<file path="src/rtl/ipf_pkg.sv">
// ipf_pkg: shared constants, state encoding and queue entry type for the
// instruction prefetch front end.
package ipf_pkg;

  localparam int              XLEN     = 32;
  localparam logic [XLEN-1:0] PC_STEP  = 32'd4;
  localparam logic [XLEN-1:0] NOP_INST = 32'h0000_0013;

  typedef enum logic [1:0] {
    BOOT,
    RUN,
    FLUSH
  } ipf_state_t;

  typedef struct packed {
    logic [XLEN-1:0] pc;
    logic [XLEN-1:0] inst;
  } ipf_entry_t;

  // Sequential word step; wraps modulo 2^32 by construction.
  function automatic logic [XLEN-1:0] nextPc(input logic [XLEN-1:0] pc);
    return pc + PC_STEP;
  endfunction

endpackage

</file>
<file path="src/rtl/inst_prefetch_if.sv">
// inst_prefetch_if: redirect/stall control from the pipeline, the imem
// req/gnt/rvalid bus and the IF-facing instruction output, as one bundle.
interface inst_prefetch_if;
  import ipf_pkg::*;

  logic            redirect_i;
  logic [XLEN-1:0] redirect_pc_i;
  logic            stall_i;
  logic            imem_req_o;
  logic [XLEN-1:0] imem_addr_o;
  logic            imem_gnt_i;
  logic            imem_rvalid_i;
  logic [XLEN-1:0] imem_rdata_i;
  logic            if_valid_o;
  logic [XLEN-1:0] if_pc_o;
  logic [XLEN-1:0] if_inst_o;

  // master = the prefetch unit, slave = pipeline plus instruction memory
  modport master (
    input  redirect_i, redirect_pc_i, stall_i,
    input  imem_gnt_i, imem_rvalid_i, imem_rdata_i,
    output imem_req_o, imem_addr_o,
    output if_valid_o, if_pc_o, if_inst_o
  );

  modport slave (
    output redirect_i, redirect_pc_i, stall_i,
    output imem_gnt_i, imem_rvalid_i, imem_rdata_i,
    input  imem_req_o, imem_addr_o,
    input  if_valid_o, if_pc_o, if_inst_o
  );

endinterface

</file>
<file path="src/rtl/ipf_fifo.sv">
// ipf_fifo: DEPTH-entry in-order queue of {pc, inst} with push, pop and a
// single-cycle flush; asynchronous active-low reset on the 'reset' port.
module ipf_fifo
  import ipf_pkg::*;
#(
  parameter int DEPTH = 4
) (
  input  logic                     clk,
  input  logic                     reset,
  input  logic                     i_push,
  input  ipf_entry_t               i_pushData,
  input  logic                     i_pop,
  input  logic                     i_flush,
  output ipf_entry_t               o_head,
  output logic [$clog2(DEPTH):0]   o_count
);

  localparam int AW = $clog2(DEPTH);

  ipf_entry_t       r_mem [DEPTH];
  logic [AW-1:0]    r_rdPtr;
  logic [AW-1:0]    r_wrPtr;
  logic [AW:0]      r_count;
  logic             w_doPop;
  logic             w_doPush;

  assign w_doPop  = i_pop && !i_flush && (r_count != '0);
  assign w_doPush = i_push && !i_flush && ((r_count < (AW+1)'(DEPTH)) || w_doPop);

  always_ff @(posedge clk or negedge reset) begin
    if (!reset) begin
      r_rdPtr <= '0;
      r_wrPtr <= '0;
      r_count <= '0;
    end else if (i_flush) begin
      r_rdPtr <= '0;
      r_wrPtr <= '0;
      r_count <= '0;
    end else begin
      if (w_doPush) r_wrPtr <= r_wrPtr + AW'(1);
      if (w_doPop)  r_rdPtr <= r_rdPtr + AW'(1);
      // Simultaneous push and pop leaves the occupancy unchanged.
      case ({w_doPush, w_doPop})
        2'b10:   r_count <= r_count + (AW+1)'(1);
        2'b01:   r_count <= r_count - (AW+1)'(1);
        default: r_count <= r_count;
      endcase
    end
  end

  always_ff @(posedge clk) begin
    if (w_doPush) r_mem[r_wrPtr] <= i_pushData;
  end

  assign o_head  = r_mem[r_rdPtr];
  assign o_count = r_count;

endmodule

</file>
<file path="src/rtl/inst_prefetch.sv">
// inst_prefetch: sequential instruction fetch with credit-limited requests, an
// in-order response queue, and redirect flush. IPF_BYPASS_EN adds an empty-queue bypass.
module inst_prefetch
  import ipf_pkg::*;
#(
  parameter int              DEPTH    = 4,
  parameter logic [XLEN-1:0] RESET_PC = 32'h0000_0000
) (
  input logic             clk,
  input logic             reset,
  inst_prefetch_if.master bus
);

  localparam int CW = $clog2(DEPTH) + 1;

  ipf_state_t      r_state;
  ipf_state_t      w_stateNext;
  logic [XLEN-1:0] r_fetchPc;
  logic [XLEN-1:0] r_respPc;
  logic [CW-1:0]   r_outstanding;
  logic [CW-1:0]   r_discard;
  logic [CW-1:0]   w_discardNext;
  logic [CW-1:0]   w_drainLeft;
  logic [CW:0]     w_inflight;
  logic [CW-1:0]   w_count;
  ipf_entry_t      w_head;
  ipf_entry_t      w_pushData;
  logic            w_req;
  logic            w_hs;
  logic            w_accept;
  logic            w_bypass;
  logic            w_push;
  logic            w_pop;

  assign w_inflight  = {1'b0, w_count} + {1'b0, r_outstanding};
  assign w_req       = (r_state != BOOT) && (w_inflight < (CW+1)'(DEPTH));
  assign w_hs        = w_req && bus.imem_gnt_i;
  // Responses still owed by memory after this cycle; on redirect all are stale.
  assign w_drainLeft = r_outstanding + CW'(w_hs) - CW'(bus.imem_rvalid_i);
  assign w_accept    = bus.imem_rvalid_i && (r_discard == '0) && !bus.redirect_i;

`ifdef IPF_BYPASS_EN
  assign w_bypass = (w_count == '0) && (r_discard == '0) && bus.imem_rvalid_i && !bus.redirect_i;
`else
  assign w_bypass = 1'b0;
`endif

  assign w_push     = w_accept && !(w_bypass && !bus.stall_i);
  assign w_pop      = (w_count != '0) && !bus.stall_i && !bus.redirect_i;
  assign w_pushData = '{pc: r_respPc, inst: bus.imem_rdata_i};

  ipf_fifo #(
    .DEPTH (DEPTH)
  ) uFifo (
    .clk        (clk),
    .reset      (reset),
    .i_push     (w_push),
    .i_pushData (w_pushData),
    .i_pop      (w_pop),
    .i_flush    (bus.redirect_i),
    .o_head     (w_head),
    .o_count    (w_count)
  );

  always_ff @(posedge clk or negedge reset) begin
    if (!reset) begin
      r_state       <= BOOT;
      r_fetchPc     <= RESET_PC;
      r_respPc      <= RESET_PC;
      r_outstanding <= '0;
      r_discard     <= '0;
    end else begin
      r_state       <= w_stateNext;
      r_discard     <= w_discardNext;
      r_outstanding <= w_drainLeft;
      if (bus.redirect_i) begin
        r_fetchPc <= bus.redirect_pc_i;
        r_respPc  <= bus.redirect_pc_i;
      end else begin
        if (w_hs)     r_fetchPc <= nextPc(r_fetchPc);
        if (w_accept) r_respPc  <= nextPc(r_respPc);
      end
    end
  end

  always_comb begin
    w_stateNext   = r_state;
    w_discardNext = r_discard;
    if (bus.redirect_i)
      w_discardNext = w_drainLeft;
    else if (bus.imem_rvalid_i && (r_discard != '0))
      w_discardNext = r_discard - CW'(1);
    unique case (r_state)
      BOOT:    w_stateNext = RUN;
      RUN:     if (bus.redirect_i && (w_drainLeft != '0)) w_stateNext = FLUSH;
      FLUSH:   if (w_discardNext == '0) w_stateNext = RUN;
      default: w_stateNext = BOOT;
    endcase
  end

  assign bus.imem_req_o  = w_req;
  assign bus.imem_addr_o = r_fetchPc;

  // An empty queue presents the reset PC and a NOP so IF never sees stale data.
  always_comb begin
    bus.if_valid_o = (w_count != '0);
    bus.if_pc_o    = (w_count != '0) ? w_head.pc   : RESET_PC;
    bus.if_inst_o  = (w_count != '0) ? w_head.inst : NOP_INST;
`ifdef IPF_BYPASS_EN
    if (w_bypass) begin
      bus.if_valid_o = 1'b1;
      bus.if_pc_o    = r_respPc;
      bus.if_inst_o  = bus.imem_rdata_i;
    end
`endif
  end

  aRvalidHasOutstanding: assert property (@(posedge clk) disable iff (!reset)
    bus.imem_rvalid_i |-> (r_outstanding != '0));

  aQueueNoOverflow: assert property (@(posedge clk) disable iff (!reset)
    (w_push && !w_pop) |-> (w_count < CW'(DEPTH)));

endmodule

</file>
<file path="src/flat_wrapper.sv">
// flat-port wrapper written by rule: the top's interface ports become plain ports
module inst_prefetch_flat import ipf_pkg::*;
#(
  parameter int              DEPTH    = 4,
  parameter logic [XLEN-1:0] RESET_PC = 32'h0000_0000
)
  (clk, reset, bus_redirect_i, bus_redirect_pc_i, bus_stall_i, bus_imem_gnt_i, bus_imem_rvalid_i, bus_imem_rdata_i, bus_imem_req_o, bus_imem_addr_o, bus_if_valid_o, bus_if_pc_o, bus_if_inst_o);
  inst_prefetch_if bus_i ();
  input logic clk;
  input logic reset;
  input wire logic [$bits(bus_i.redirect_i)-1:0] bus_redirect_i;
  input wire logic [$bits(bus_i.redirect_pc_i)-1:0] bus_redirect_pc_i;
  input wire logic [$bits(bus_i.stall_i)-1:0] bus_stall_i;
  input wire logic [$bits(bus_i.imem_gnt_i)-1:0] bus_imem_gnt_i;
  input wire logic [$bits(bus_i.imem_rvalid_i)-1:0] bus_imem_rvalid_i;
  input wire logic [$bits(bus_i.imem_rdata_i)-1:0] bus_imem_rdata_i;
  output wire logic [$bits(bus_i.imem_req_o)-1:0] bus_imem_req_o;
  output wire logic [$bits(bus_i.imem_addr_o)-1:0] bus_imem_addr_o;
  output wire logic [$bits(bus_i.if_valid_o)-1:0] bus_if_valid_o;
  output wire logic [$bits(bus_i.if_pc_o)-1:0] bus_if_pc_o;
  output wire logic [$bits(bus_i.if_inst_o)-1:0] bus_if_inst_o;
  assign bus_i.redirect_i = bus_redirect_i;
  assign bus_i.redirect_pc_i = bus_redirect_pc_i;
  assign bus_i.stall_i = bus_stall_i;
  assign bus_i.imem_gnt_i = bus_imem_gnt_i;
  assign bus_i.imem_rvalid_i = bus_imem_rvalid_i;
  assign bus_i.imem_rdata_i = bus_imem_rdata_i;
  assign bus_imem_req_o = bus_i.imem_req_o;
  assign bus_imem_addr_o = bus_i.imem_addr_o;
  assign bus_if_valid_o = bus_i.if_valid_o;
  assign bus_if_pc_o = bus_i.if_pc_o;
  assign bus_if_inst_o = bus_i.if_inst_o;
  inst_prefetch #(.DEPTH(DEPTH), .RESET_PC(RESET_PC)) u_core (.clk(clk), .reset(reset), .bus(bus_i));
endmodule
</file>
<file path="config.mk">
export PLATFORM = sky130hd
export DESIGN_NAME = inst_prefetch_flat
export DESIGN_NICKNAME = d
export VERILOG_FILES = /design/src/rtl/ipf_pkg.sv /design/src/rtl/inst_prefetch_if.sv /design/src/rtl/ipf_fifo.sv /design/src/rtl/inst_prefetch.sv /design/src/flat_wrapper.sv
export SDC_FILE = /design/constraint.sdc
export NUM_CORES = 1
export LEC_CHECK = 0
export ABC_AREA = 1
export CELL_PAD_IN_SITES_DETAIL_PLACEMENT = 2
export CELL_PAD_IN_SITES_GLOBAL_PLACEMENT = 2
export CORE_AREA = 4 4 254 194
export CTS_CLUSTER_SIZE = 30
export DETAILED_ROUTE_END_ITERATION = 10
export DIE_AREA = 0 0 258 198
export GPL_TIMING_DRIVEN = 0
export PLACE_DENSITY = 0.77
export SLEW_MARGIN = 20
export SYNTH_ARGS = -nofsm -noshare
export SYNTH_HDL_FRONTEND = slang
export SYNTH_SLANG_ARGS = --single-unit
</file>
<file path="constraint.sdc">
create_clock -name clk -period 3.84 [get_ports clk]
set_input_delay 0.768 -clock clk [delete_from_list [all_inputs] [get_ports clk]]
set_output_delay 0.768 -clock clk [all_outputs]
set_load 0.01 [all_outputs]
</file>
# [Word-level counts from Yosys, hierarchy flattened]
# Memory sizes are Yosys's and may differ from the RTL's.
# Cells that the tools add are included.
[word_totals] register_bits=79 ramBits=256 inputBits=70 out_inout_bits=98 elab_cells=74 memories=1
[op_classes] n_addsub=10 n_lt_le_gt_ge=2 n_eq_ne=6 muxes=19 reduce_logical=28
[memory_table] memory="u_core.uFifo.r_mem" words=4 word_bits=64 read_ports=1 rd_ports_with_merged_regs=0 write_ports=1 line_no="ipf_fifo.sv:20" text="ipf_entry_t r_mem [DEPTH];"
[ops] op="two-way mux 32 bit" count=6
[ops] op="adder 32 x 3 -> 32 bit (second input constant)" count=2
[ops] op="logical AND 1 bit" count=12
[ops] op="two-way mux 2 bit" count=6
[ops] op="nonzero test 3 bit" count=4
[ops] op="nonzero test 2 bit" count=5
[ops] op="two-way mux 3 bit" count=3
[ops] op="logical NOT 3 bit" count=2
[ops] op="one-hot mux 2 bit (3 select lines)" count=1
[ops] op="one-hot mux 3 bit (2 select lines)" count=1
[ops] op="subtractor 3 x 1 -> 3 bit (second input constant)" count=2
[ops] op="adder 2 x 1 -> 2 bit (second input constant)" count=2
[ops] op="adder 3 x 3 -> 4 bit" count=1
[ops] op="== test 2 x 1 -> 1 bit (second input constant)" count=2
[ops] op="== test 2 bit (second input constant)" count=2
[ops] op="less-than comparator 4 x 3 -> 1 bit (second input constant)" count=1
[ops] op="!= test 2 x 1 -> 1 bit (second input constant)" count=2
[ops] op="adder 3 x 1 -> 3 bit" count=1
[ops] op="adder 3 x 1 -> 3 bit (second input constant)" count=1
[ops] op="less-than comparator 3 bit (second input constant)" count=1
[ops] op="subtractor 3 x 1 -> 3 bit" count=1
[ops] op="logical NOT 1 bit" count=2
[ops] op="logical NOT 2 bit" count=1
[ops] op="two-way mux 1 bit" count=2
[ops] op="other kinds (2)" count=2

# [Logic depth before layout (Yosys ltp)]
[depth] ltp_word=10 mapped_depth=15 ltp_nobuf=15

# [Modules after synthesis]
# From an unflattened synthesis, not the netlist that was laid out.
[hier_totals] hier_cells=1584 area_unflattened_um2=15532.4
[by_module_without_submodules] module="ipf_fifo" instances=1 cells_per_inst=685 area_per_inst_um2=9984.6 seq_area_each_um2=7862.5
[by_module_without_submodules] module="inst_prefetch" instances=1 cells_per_inst=899 area_per_inst_um2=5547.8 seq_area_each_um2=1801.7

# [Worst setup path after synthesis]
# Ideal clock, no wire load.
[synth_path] kind="input port to flip-flop" from="input port bus_imem_rvalid_i" to="memory u_core.uFifo.r_mem[0][0] (netlist bit) (enable)" setup_ps=486 t_arrival_ps=3772 t_required_ps=3354 path_slack_ps=-418 path_stages=4 n_path_buf=0 path_cell_list="nand3_4 -> nor2_4 -> o21ai_2 -> nor2_1"
[synth_between] elab_chain_len=6
[synth_rtl] element="start: declaration" line_no="flat_wrapper.sv:15" text="input wire logic [$bits(bus_i.imem_rvalid_i)-1:0] bus_imem_rvalid_i;"
[synth_rtl] element="logical AND 1 bit (2 in series)" line_no="inst_prefetch.sv:40" text="assign w_accept = bus.imem_rvalid_i && (r_discard == '0) && !bus.redirect_i;"
[synth_rtl] element="logical AND 1 bit (2 in series)" line_no="ipf_fifo.sv:28" text="assign w_doPush = i_push && !i_flush && ((r_count < (AW+1)'(DEPTH)) || w_doPop);"
[synth_rtl] element="two-way mux 1 bit" line_no="ipf_fifo.sv:52" text="if (w_doPush) r_mem[r_wrPtr] <= i_pushData;"
[synth_rtl] element="two-way mux 1 bit (implied by the code)" line_no="ipf_fifo.sv:52"
[synth_rtl] element="end: declaration" line_no="ipf_fifo.sv:20"
# Every way passes these cells.

# [Worst setup path in the final report]
[layout_path] from="register u_core.uFifo.r_rdPtr[0]" to="output port bus_if_inst_o[1]"
[layout_between] elab_chain_len=2
[layout_rtl] element="start: declaration" line_no="ipf_fifo.sv:21" text="logic [AW-1:0] r_rdPtr;"
[layout_rtl] element="start signal: assignment" line_no="ipf_fifo.sv:41" text="if (w_doPop) r_rdPtr <= r_rdPtr + AW'(1);"
[layout_rtl] element="memory read (4 x 64 bit)"
[layout_rtl] element="two-way mux 32 bit" line_no="inst_prefetch.sv:108" text="bus.if_inst_o = (w_count != '0) ? w_head.inst : NOP_INST;"
[layout_rtl] element="end: declaration" line_no="flat_wrapper.sv:21" text="output wire logic [$bits(bus_i.if_inst_o)-1:0] bus_if_inst_o;"
# Every way passes these cells.

==> results.cfg <==
[logic_synthesis]
yosysWarnings = 0
ys_types = 41
synth_edf_count = 256
yosys_most_used_dff = edfxtp_1
yosysMostFrequentCell = nor2_1
synth.area.top_cells = edfxtp_1, dfrtp_1, nor2_1, nand2_1, o21ai_0
syn-instance-count = 1539
synth_top_area_share = 0.504
syn_area_per_cell_um2 = 9.90
synth_area_um2 = 15200
ys_ff_latch = 335
synthArstFlopShare = 0.236
synthTopCellsByCount = nor2_1, nand2_1, edfxtp_1, o21ai_0, inv_1
syn-num-nets = 1623
yosysTopAreaCell = edfxtp_1
ys_seq_area_frac = 0.634

[route]
vias = 12308
ant_nets = 0
drt-total-wl_mm = 54.1
wl_per_cell_um = 22.3
via_per_inst = 5.07
dr.pass1.iters = 5
initialDrtViolationCount = 698
drc = 0

[clock_tree]
cts_root_buf = clkbuf_16
cts.clk_slew.worst_paths_ns = 0.06
cts_tree = yes
htreeDepth = 2
cts_max_path_buffers = 3
clock_latency_ns = 0.54
cts.sinks = 335
cts_made_buffers = 38

[final_layout]
multi_input_comb_area_um2 = 4950
ff_latch_area_um2 = 9660
final_util = 0.412
syn_to_final_growth_pct = 26.7
drive_above_1_share = 0.0862
nFillCells = 5003
fin_nets = 1844

[setup_path]
startpoint_type = flop
worstPathRequired_ns = 3.07
end_kind = output pin
crit_fanout = 10
rr_startpoint = u_core.r_discard[1]$_DFF_PN0_
arrival_ns = 2.98
startpoint = u_core.uFifo.r_rdPtr[0]$_DFFE_PN0P_
critPathKind = flop to output pin
rr_worst_depth = 8

[timing]
holdWs_ns = 0.0899
rsz0062_at_grt = false
setup_violations = 0
worst_pin_slew_ns = 0.788
timing.fmax_mhz = 267
slew_viol_final = 0
hold_viol = 0
finClkSkew_ns = 0.0164
period_needed_ns = 3.74
slew_headroom = 0.474
finalCritPeriodShare = 0.975

[pwr]
ir_drop_mv = 0.250
p_leak_nw = 7.17
p_per_area_nw_per_um2 = 681

[floorplanning]
fp.dieH_um = 198
initial_utilization = 0.325
io_pins = 168
dieArea_um2 = 51100
fp.dieW_um = 258
core_area_um2 = 46900
num_rows = 69

[place]
place_congestion = 0.839
hpwl_mm = 38.6
portBuffers = 167

[global_route]
antenna_found_initial = 2
grt_overflow = 0
grt_use_total = 0.209
grt_pass1_wl_mm = 82.7
grt_max_degree = 58
grt_pass1_vias = 13746

[flow_run]
cap_violations = 0

[status]
outcome = complete, no violations

[hold_path]
worstHoldPathType = primary input to asynchronous set/reset pin
## cells in the final DEF, fill, tap and decap left out, types with 3 or more instances in the layout
master,n
o21ai_1,9
nor2_2,13
bufinv_16,3
buf_1,5
nand2_1,292
nor2_1,323
o21bai_1,3
o211ai_1,12
ha_1,12
clkinv_2,5
clkbuf_16,39
nand3_1,66
xor2_1,21
buf_12,5
o21ai_0,150
inv_2,5
buf_6,3
buf_2,19
nand4_1,10
a21oi_1,67
nor3_1,10
nor2_4,11
buf_4,8
clkbuf_1,36
xnor2_1,5
buf_16,9
nand3b_1,6
clkdlybuf4s50_1,166
clkinv_1,6
clkbuf_2,5
nand3_2,5
inv_1,86
edfxtp_1,256
nand2_2,12
dfrtp_1,79
## logic make-up after synthesis
group / Yosys count / share of synthesized area
compound gates: 253 / 0.0878
xor+xnor: 26 / 0.0149
fa+ha+maj: 14 / 0.0125
buf+inv: 157 / 0.0434
flops: 335 / 0.634
simple gates: 754 / 0.207
## sequential cells by signal, summed over array words and instances (netlist names)
| name | flops |
|---|---|
| u_core.bus.imem_addr_o | 32 |
| u_core.uFifo.r_mem | 256 |
| u_core.r_outstanding | 3 |
| u_core.r_discard | 3 |
| u_core.r_respPc | 32 |
| u_core.uFifo.r_wrPtr | 2 |
| u_core.r_state | 2 |
| u_core.uFifo.r_rdPtr | 2 |
| u_core.uFifo.o_count | 3 |
## per-layer routing
layer / wire length, µm / vias up / track usage / share of wire
met1: 24000 / 6367 / 0.277 / 0.44
met5: 10 / - / 0 / 0.00018
met4: 819 / 2 / 0.0384 / 0.015
met3: 2460 / 46 / 0.0321 / 0.045
met2: 26800 / 262 / 0.369 / 0.49
li1: - / 5631 / - / -
## power breakdown
group	internal [W]	switching, W
Combinational	0.00190	0.00293
Clock	0.00208	0.00150
Sequential	0.00429	0.000447
## through the flow
stage / TNS [ns] / instances / cell area, µm² / setup slack, ns / total power, W
6_report: 0 / 2427 / 19300 / 0.0953 / 0.0131
5_1_grt: 0 / 2427 / 19300 / 0.0326 / 0.0139
4_1_cts: 0 / 2426 / 19300 / 0.00993 / 0.0133
3_5_place_dp: 0 / 2359 / 18100 / 0.325 / 0.00964
3_3_place_gp: -1011.16 / 2345 / 17700 / -3.64 / 0.00938
2_1_floorplan: -107.05 / 1539 / 15200 / -0.418 / 0.00704
## critical path, stage by stage, from the launching register on
cell and delay, ns:
dfrtp_1 0.35, buf_2 0.18, inv_2 0.09, buf_4 0.19
buf_2 0.26, nor2_1 0.07, o311ai_0 0.62, clkdlybuf4s50_1 0.67
## layout make-up
type	count	share of cell area
timing repair buffer	181	0.105
antenna	1	0.000130
tap	639	0.0414
buffer	63	0.0161
multi-input combinational	1047	0.256
sequential	335	0.501
inverter	94	0.0186
clock buffer	51	0.0529
clock inverter	16	0.00907
## final timing paths
path / end / slack [ns]
max: bus_if_inst_o[1] / 0.1
min in group clk: u_core.bus.imem_addr_o[0]$_DFFE_PN0P_ / 0.47
max in group asynchronous: u_core.uFifo.r_wrPtr[1]$_DFFE_PN0P_ / 3.13
min reg2reg: u_core.bus.imem_addr_o[0]$_DFFE_PN0P_ / 0.47
max reg2reg: u_core.uFifo.r_mem[3][6]$_DFFE_PP_ / 1.15
min: u_core.bus.imem_addr_o[29]$_DFFE_PN0N_ / 0.09
## timing repair
item                       4_1_cts  5_1_grt
hold buffers                     0        0
setup buffers                    0        0
setup endpoints to repair        1       17
gates resized for setup          2       11
Power figures use the tool's default switching activity.
